$ cat config.mk
export PLATFORM = sky130hd
export DESIGN_NAME = count_ctrl
export DESIGN_NICKNAME = d
export VERILOG_FILES = /design/src/rtl/count_pkg.sv /design/src/rtl/btn_edge.sv /design/src/rtl/count_ctrl.sv
export SDC_FILE = /design/constraint.sdc
export NUM_CORES = 1
export LEC_CHECK = 0
export CAP_MARGIN = 0
export CORE_MARGIN = 5
export CORE_UTILIZATION = 50
export CTS_CLUSTER_DIAMETER = 120
export DETAILED_ROUTE_END_ITERATION = 6
export PLACE_DENSITY = 0.75
export SETUP_SLACK_MARGIN = 0.02
export SLEW_MARGIN = 20
export SYNTH_ARGS = -nofsm -noshare
export SYNTH_HDL_FRONTEND = slang
export SYNTH_HIERARCHICAL = 1
export SYNTH_SLANG_ARGS = --single-unit
$ cat constraint.sdc
create_clock -name clk -period 1.9 [get_ports clk]
set_input_delay 0.285 -clock clk [delete_from_list [all_inputs] [get_ports clk]]
set_output_delay 0.285 -clock clk [all_outputs]
set_load 0.03 [all_outputs]
$ cat src/rtl/count_pkg.sv
// rtl/count_pkg.sv - shared state encoding and sizing helper for the count sequencer
package count_pkg;

    typedef enum logic [1:0] {
        ST_IDLE  = 2'd0,
        ST_RUN   = 2'd1,
        ST_PAUSE = 2'd2,
        ST_DONE  = 2'd3
    } state_t;

    // Prescaler register width; a divide-by-1 still needs one bit to exist.
    function automatic int pre_width(input int prescale);
        return (prescale > 1) ? $clog2(prescale) : 1;
    endfunction

endpackage

$ cat src/rtl/btn_edge.sv
// rtl/btn_edge.sv - two-flop synchronizer plus history flop giving a one-cycle press pulse
module btn_edge (
    input  logic clk,
    input  logic rst,
    input  logic din,
    output logic pulse
);

    logic sync1_q, sync1_d;
    logic sync2_q, sync2_d;
    logic hist_q,  hist_d;

    always_comb begin
        sync1_d = din;
        sync2_d = sync1_q;
        hist_d  = sync2_q;
    end

    always_ff @(posedge clk or negedge rst) begin
        if (!rst) begin
            sync1_q <= 1'b0;
            sync2_q <= 1'b0;
            hist_q  <= 1'b0;
        end else begin
            sync1_q <= sync1_d;
            sync2_q <= sync2_d;
            hist_q  <= hist_d;
        end
    end

    // History resets low, so a button held through reset release still fires once.
    assign pulse = sync2_q & ~hist_q;

endmodule

$ cat src/rtl/count_ctrl.sv
// rtl/count_ctrl.sv - run/pause/clear sequencer with prescaled wrap or one-shot counter
module count_ctrl
    import count_pkg::*;
#(
    parameter int PRESCALE = 4,
    parameter int CNT_W    = 4,
    parameter int CNT_MAX  = 9
) (
    input  logic             clk,
    input  logic             rst,
    input  logic             btn_start,
    input  logic             btn_clr,
    input  logic             mode,
    output logic [CNT_W-1:0] cnt,
    output logic             tick,
    output logic             tc,
    output logic             running,
    output logic             done
);

    localparam int               PRE_W    = pre_width(PRESCALE);
    localparam logic [PRE_W-1:0] PRE_LAST = PRE_W'(PRESCALE - 1);
    localparam logic [CNT_W-1:0] CNT_TOP  = CNT_W'(CNT_MAX);

    logic             start_ev, clr_ev;
    state_t           state_q, state_d;
    logic [PRE_W-1:0] pre_q, pre_d;
    logic [CNT_W-1:0] cnt_q, cnt_d;
    logic             running_q, running_d;
    logic             done_q, done_d;

    btn_edge u_start (.clk(clk), .rst(rst), .din(btn_start), .pulse(start_ev));
    btn_edge u_clr   (.clk(clk), .rst(rst), .din(btn_clr),   .pulse(clr_ev));

    always_ff @(posedge clk or negedge rst) begin
        if (!rst) begin
            state_q   <= ST_IDLE;
            pre_q     <= '0;
            cnt_q     <= '0;
            running_q <= 1'b0;
            done_q    <= 1'b0;
        end else begin
            state_q   <= state_d;
            pre_q     <= pre_d;
            cnt_q     <= cnt_d;
            running_q <= running_d;
            done_q    <= done_d;
        end
    end

    // Pause/stop on a tick cycle takes priority: the pending step is dropped.
    always_comb begin
        state_d = state_q;
        pre_d   = pre_q;
        cnt_d   = cnt_q;
        if (clr_ev) begin
            state_d = ST_IDLE;
            pre_d   = '0;
            cnt_d   = '0;
        end else begin
            unique case (state_q)
                ST_IDLE, ST_DONE: begin
                    if (start_ev) begin
                        state_d = ST_RUN;
                        pre_d   = '0;
                        cnt_d   = '0;
                    end
                end
                ST_RUN: begin
                    if (start_ev) begin
                        state_d = ST_PAUSE;
                    end else if (tick) begin
                        pre_d = '0;
                        if (cnt_q != CNT_TOP) begin
                            cnt_d = cnt_q + CNT_W'(1);
                        end else if (mode) begin
                            state_d = ST_DONE;
                        end else begin
                            cnt_d = '0;
                        end
                    end else begin
                        pre_d = pre_q + PRE_W'(1);
                    end
                end
                ST_PAUSE: begin
                    if (start_ev) begin
                        state_d = ST_RUN;
                    end
                end
                default: state_d = ST_IDLE;
            endcase
        end
    end

    always_comb begin
        tick      = (state_q == ST_RUN) && (pre_q == PRE_LAST);
        tc        = tick && (cnt_q == CNT_TOP);
        running_d = (state_d == ST_RUN);
        done_d    = (state_d == ST_DONE);
    end

    assign cnt     = cnt_q;
    assign running = running_q;
    assign done    = done_q;

endmodule
After elaboration in Yosys (flattened, before gate mapping)

Index checks and enable logic that the tools add are counted.

Memories: 0
Input port bits: 5
Latch bits: 0
Bits in read-only memories: 0
Output and inout bits: 8
Bits in writable memories: 0
Flip-flop bits (word level): 16
Logic and storage cells: 56

Order comparisons: 0
Div/mod/pow operators: 0
Shift operators: 0
$add $sub $neg: 2
Equal/unequal tests: 12
Bitwise gates (word level): 4
Reductions and logical operators: 8
$mul: 0
Multiplexer cells: 19

Operators with widths:

| cell                  | count |
|---|---|
| $mux W4               | 6 |
| $mux W2               | 10 |
| $ne A3 B3 Y1 const B  | 3 |
| $eq A2 B2 Y1 const B  | 4 |
| $ne A4 B4 Y1 const B  | 2 |
| $pmux W2 S2           | 2 |
| $pmux W4 S2           | 1 |
| $reduce_and A5 Y1     | 1 |
| $add A4 B1 Y4 const B | 1 |
| $eq A2 B1 Y1 const B  | 2 |
| $eq A4 B4 Y1 const B  | 1 |
| $reduce_and A3 Y1     | 1 |
| $reduce_bool A3 Y1    | 1 |
| $reduce_or A3 Y1      | 1 |
| $add A2 B1 Y2 const B | 1 |
| $and A1 B1 Y1         | 2 |
| $logic_and A1 B1 Y1   | 2 |
| $logic_not A2 Y1      | 1 |
| $not A1 Y1            | 2 |
| $reduce_or A2 Y1      | 1 |

Logic depth before layout (Yosys ltp)

Depth after elaboration: 7
Mapped depth: 5
Mapped depth without buffers: 5

Hierarchy

Netlist, hierarchy kept.

By module, submodules not included:

| module     | instances | cells an instance | sequential area each (um2) | area an instance (um2) |
|---|---|---|---|---|
| count_ctrl | 1         | 63                | 250.2                      | 624.3 |
| btn_edge   | 2         | 4                 | 75.1                       | 88.8 |

Least setup slack after synthesis

Ideal clock, no wire load.

Path kind: reg2reg
Start: reg state_q[1]
End: reg running_q (netlist: running)
Setup time: 154 ps
Path buffers: 0
Path slack: 18 ps
Stages on the path, launching flop included: 6
Data arrival time: 1728 ps
Period minus slack after synthesis: 1882 ps
Path through: dfrtp_1 > inv_1 > ha_1 > and2_1 > nor2b_1 > a311oi_1

Cells in the longest elaborated chain, start to end: 7

RTL lines:

| item                     | line             | RTL |
|---|---|---|
| start: declaration       | count_ctrl.sv:26 | `state_t state_q, state_d;` |
| start signal: assignment | count_ctrl.sv:43 | `state_q <= state_d;` |
| $eq A2 B1 Y1             | count_ctrl.sv:96 | `tick = (state_q == ST_RUN) && (pre_q == PRE_LAST);` |
| $logic_and A1 B1 Y1      | count_ctrl.sv:96 |  |
| named net tick           | count_ctrl.sv:15 | `output logic tick,` |
| $mux W2                  | count_ctrl.sv:72 | `end else if (tick) begin` |
| $mux W2                  | count_ctrl.sv:70 | `if (start_ev) begin` |
| $pmux W2 S2              | count_ctrl.sv:61 | `unique case (state_q)` |
| $mux W2                  | count_ctrl.sv:56 | `if (clr_ev) begin` |
| $eq A2 B1 Y1             | count_ctrl.sv:98 | `running_d = (state_d == ST_RUN);` |
| named net running_d      | count_ctrl.sv:29 | `logic running_q, running_d;` |
| end signal: assignment   | count_ctrl.sv:46 | `running_q <= running_d;` |
| end: declaration         | count_ctrl.sv:29 |  |

The timed path passes the listed nets, and every way through them passes these cells.
A chain may end at the register's enable or synchronous reset.

Worst setup path in the final report

Start: reg state_q[0]
End: reg cnt_q[3] (netlist: cnt[3])

Cells in the longest elaborated chain, start to end: 4

RTL lines:

| item                                                          | line                               | RTL |
|---|---|---|
| $eq A2 B2 Y1 (tied with other cells)                          | count_ctrl.sv:61                   |  |
| $reduce_or A2 Y1 or $logic_and A1 B1 Y1 (tied branches)       | count_ctrl.sv:61, count_ctrl.sv:96 |  |
| $ne A3 B3 Y1 (no source line) (tied with other cells)         | -                                  |  |
| $reduce_and A5 Y1 (no source line) or $mux W4 (tied branches) | -                                  |  |
| end signal: assignment                                        | count_ctrl.sv:45                   | `cnt_q <= cnt_d;` |
| end: declaration                                              | count_ctrl.sv:28                   | `logic [CNT_W-1:0] cnt_q, cnt_d;` |

Parallel ways exist; a longest one is shown, timed or not.

==> flow_summary.json <==
{
  "gp_congestion": 0.866,
  "synth.net_count": 81,
  "post-route-period-util_pct": 93.7,
  "fin_setup_tns_ns": 0,
  "synth-seq-cells": 16,
  "numCtsBuffers": 3,
  "track_usage_pct": 13.3,
  "clk_latency_ns": 0.28,
  "worstSetupStartpointType": "flop",
  "rsz0062_at_grt": "true",
  "p_switching_uw": 197,
  "drt-total-wl_mm": 1.51,
  "ir_worst_vdd_mv": 0.560,
  "die_area_sq_mm": 0.00251,
  "p_int_uw": 550,
  "final_common_cell": "dfrtp_1",
  "antenna_cells": 0,
  "setup_viol": 0,
  "dp_hpwl_mm": 1.13,
  "p_per_area_mw_per_mm2": 747,
  "yosysTopAreaCell": "dfrtp_1",
  "totalPowerFinal_uw": 747,
  "ios": 13,
  "grt_pass1_vias": 595,
  "drt_iter0_markers": 23,
  "cts_max_level": 1,
  "drt-pass1-iter-count": 4,
  "p_seq_share_pct": 51.4,
  "synth_area_sq_um": 802,
  "cts_tree": "done",
  "grt_max_degree": 17,
  "p_clk_share_pct": 29.5,
  "coreArea_sq_mm": 0.00151,
  "crit_arrival_ns": 1.99,
  "synth_top_area_share_pct": 49.9,
  "path_class": "flop to flop",
  "synthTopCellsByArea": "dfrtp_1 (50%), ha_1 (7.8%), nor2b_4 (3.4%), a21oi_1 (2.5%), nand3_1 (2.5%)",
  "max_clock_freq_mhz": 562,
  "end_kind": "flop",
  "synth_edf_count": 0,
  "via_per_inst": 5.87,
  "avgSynthCellArea_sq_um": 11.3,
  "rows": 14,
  "largest_reg_flops": 4,
  "synthDistinctLibCells": 34,
  "layout.nets": 100,
  "cts_sinks": 16,
  "clk_pin_slew_ns": 0.09,
  "wire_per_inst_um": 14.3,
  "netSwitchingFraction_pct": 26.4,
  "grt_overflow": 0,
  "synth_ff_type": "dfrtp_1",
  "drc": 0,
  "r2r.worst_path.cells": 4,
  "yosysWarnings": 6,
  "status": "completed",
  "synthToLayoutAreaGrowth_pct": 24.6,
  "clock_path_buffers": 2,
  "die_y_um": 50.1,
  "yosysSeqAreaShare_pct": 49.9,
  "io_buffers": 12,
  "max_slew_margin_pct": 72.2,
  "syn-instance-count": 71,
  "slew_violations": 0,
  "grt_pass1_wl_mm": 2.57,
  "required_ns": 2.11,
  "maxCapViolations": 0,
  "die_w_um": 50.1,
  "async_reset_ff_share_pct": 100,
  "antenna_found_initial": 0,
  "final_hold_viol_count": 0,
  "antenna_violating_nets_post_route": 0,
  "final_cell_mix": "dfrtp_1 (16), clkdlybuf4s50_1 (10), inv_1 (5), ha_1 (5), buf_4 (5)",
  "tightest_slew_ns": 0.412,
  "period_needed_ns": 1.78,
  "root_buffer": "clkbuf_4",
  "hp-class": "input pin to asynchronous set/reset pin",
  "leakage_nw": 0.427,
  "hold_slack_ns": 0.305,
  "power_frac_comb_pct": 19.1,
  "start_util_pct": 53.2,
  "fin_skew_ns": 0.00382,
  "vias": 616,
  "hold_buffers": 0,
  "cp_max_fo": 6,
  "drive_gt1_share_pct": 15.7
}
[layout make-up]
type                    instances  area (sq um)
well taps                      16          20.0
clock buffers                   4          36.3
repair buffers                 16           148
fillers                       115           507
multi-input cells              48           377
inverters                       5          18.8
flip-flops and latches         16           400
[cell usage after synthesis, types with 2 or more instances]
master and n:
ha_1 5, nor2b_4 2, nand3b_1 2, inv_1 5
dfrtp_1 16, nor2_1 4, nand3_1 4, nor2b_1 2
o211ai_1 2, a21oi_1 4, nand2_1 2
[logic make-up after synthesis]
group	count (synthesis)	synth area share, %
compound gates	15	14.0
fa+ha+maj	5	7.80
buf+inv	7	3.43
flops	16	49.9
mux	1	1.25
simple gates	27	23.6
[layer usage]
| metal | global-route usage (%) | up-vias | wire length [um] | share of wire (%) |
|---|---|---|---|---|
| li1 | - | 300 | - | - |
| met2 | 20.7 | 17 | 671 | 45 |
| met3 | 4.52 | 4 | 92 | 6.1 |
| met4 | 6.55 | 0 | 21 | 1.4 |
| met5 | 0 | - | 0 | 0 |
| met1 | 16.2 | 295 | 718 | 48 |
[worst max-delay path, stage by stage (launching register included)]
cell and delay [ns]:
dfrtp_1 0.44, ha_1 0.38, nand4bb_1 0.28, or4_1 0.51, o211ai_1 0.09
[per-stage QoR]
| stage | cell area, sq um | std cells | utilization [%] | worst slack (ns) |
|---|---|---|---|---|
| global route | 1000 | 105 | 66.4 | 0.0129 |
| CTS | 991 | 104 | 65.8 | 0.0897 |
| floorplan | 805 | 71 | - | 0.192 |
| global placement | 956 | 100 | 63.5 | 0.138 |
| finish | 1000 | 105 | 66.4 | 0.120 |
| detailed placement | 956 | 100 | 63.5 | 0.135 |
[final timing paths]
path	from	endpoint	slack [ns]
max	state_q[0]	cnt[3]	0.12
min	rst	state_q[0]	0.31
max reg2reg	state_q[0]	cnt[3]	0.12
min reg2reg	u_start/sync1_q	u_start/hist_d	0.36
max in group asynchronous	rst	u_start/hist_q	1.42
min in group clk	u_start/sync1_q	u_start/hist_d	0.36
[timing repair]
item / in CTS / in global routing
buffers inserted: 0 / 1
pin swaps: 0 / 0
setup endpoints to repair: 1 / 2
resized for setup: 1 / 1
[power groups by stage]
stage	clock network (mW)	logic, mW	registers, mW
after floorplan	0	0.0876	0.395
after global placement	0	0.140	0.389
after detailed placement	0	0.144	0.390
after CTS	0.227	0.144	0.383
after global routing	0.250	0.160	0.387
final	0.221	0.143	0.384
Power figures use the tool's default switching activity.
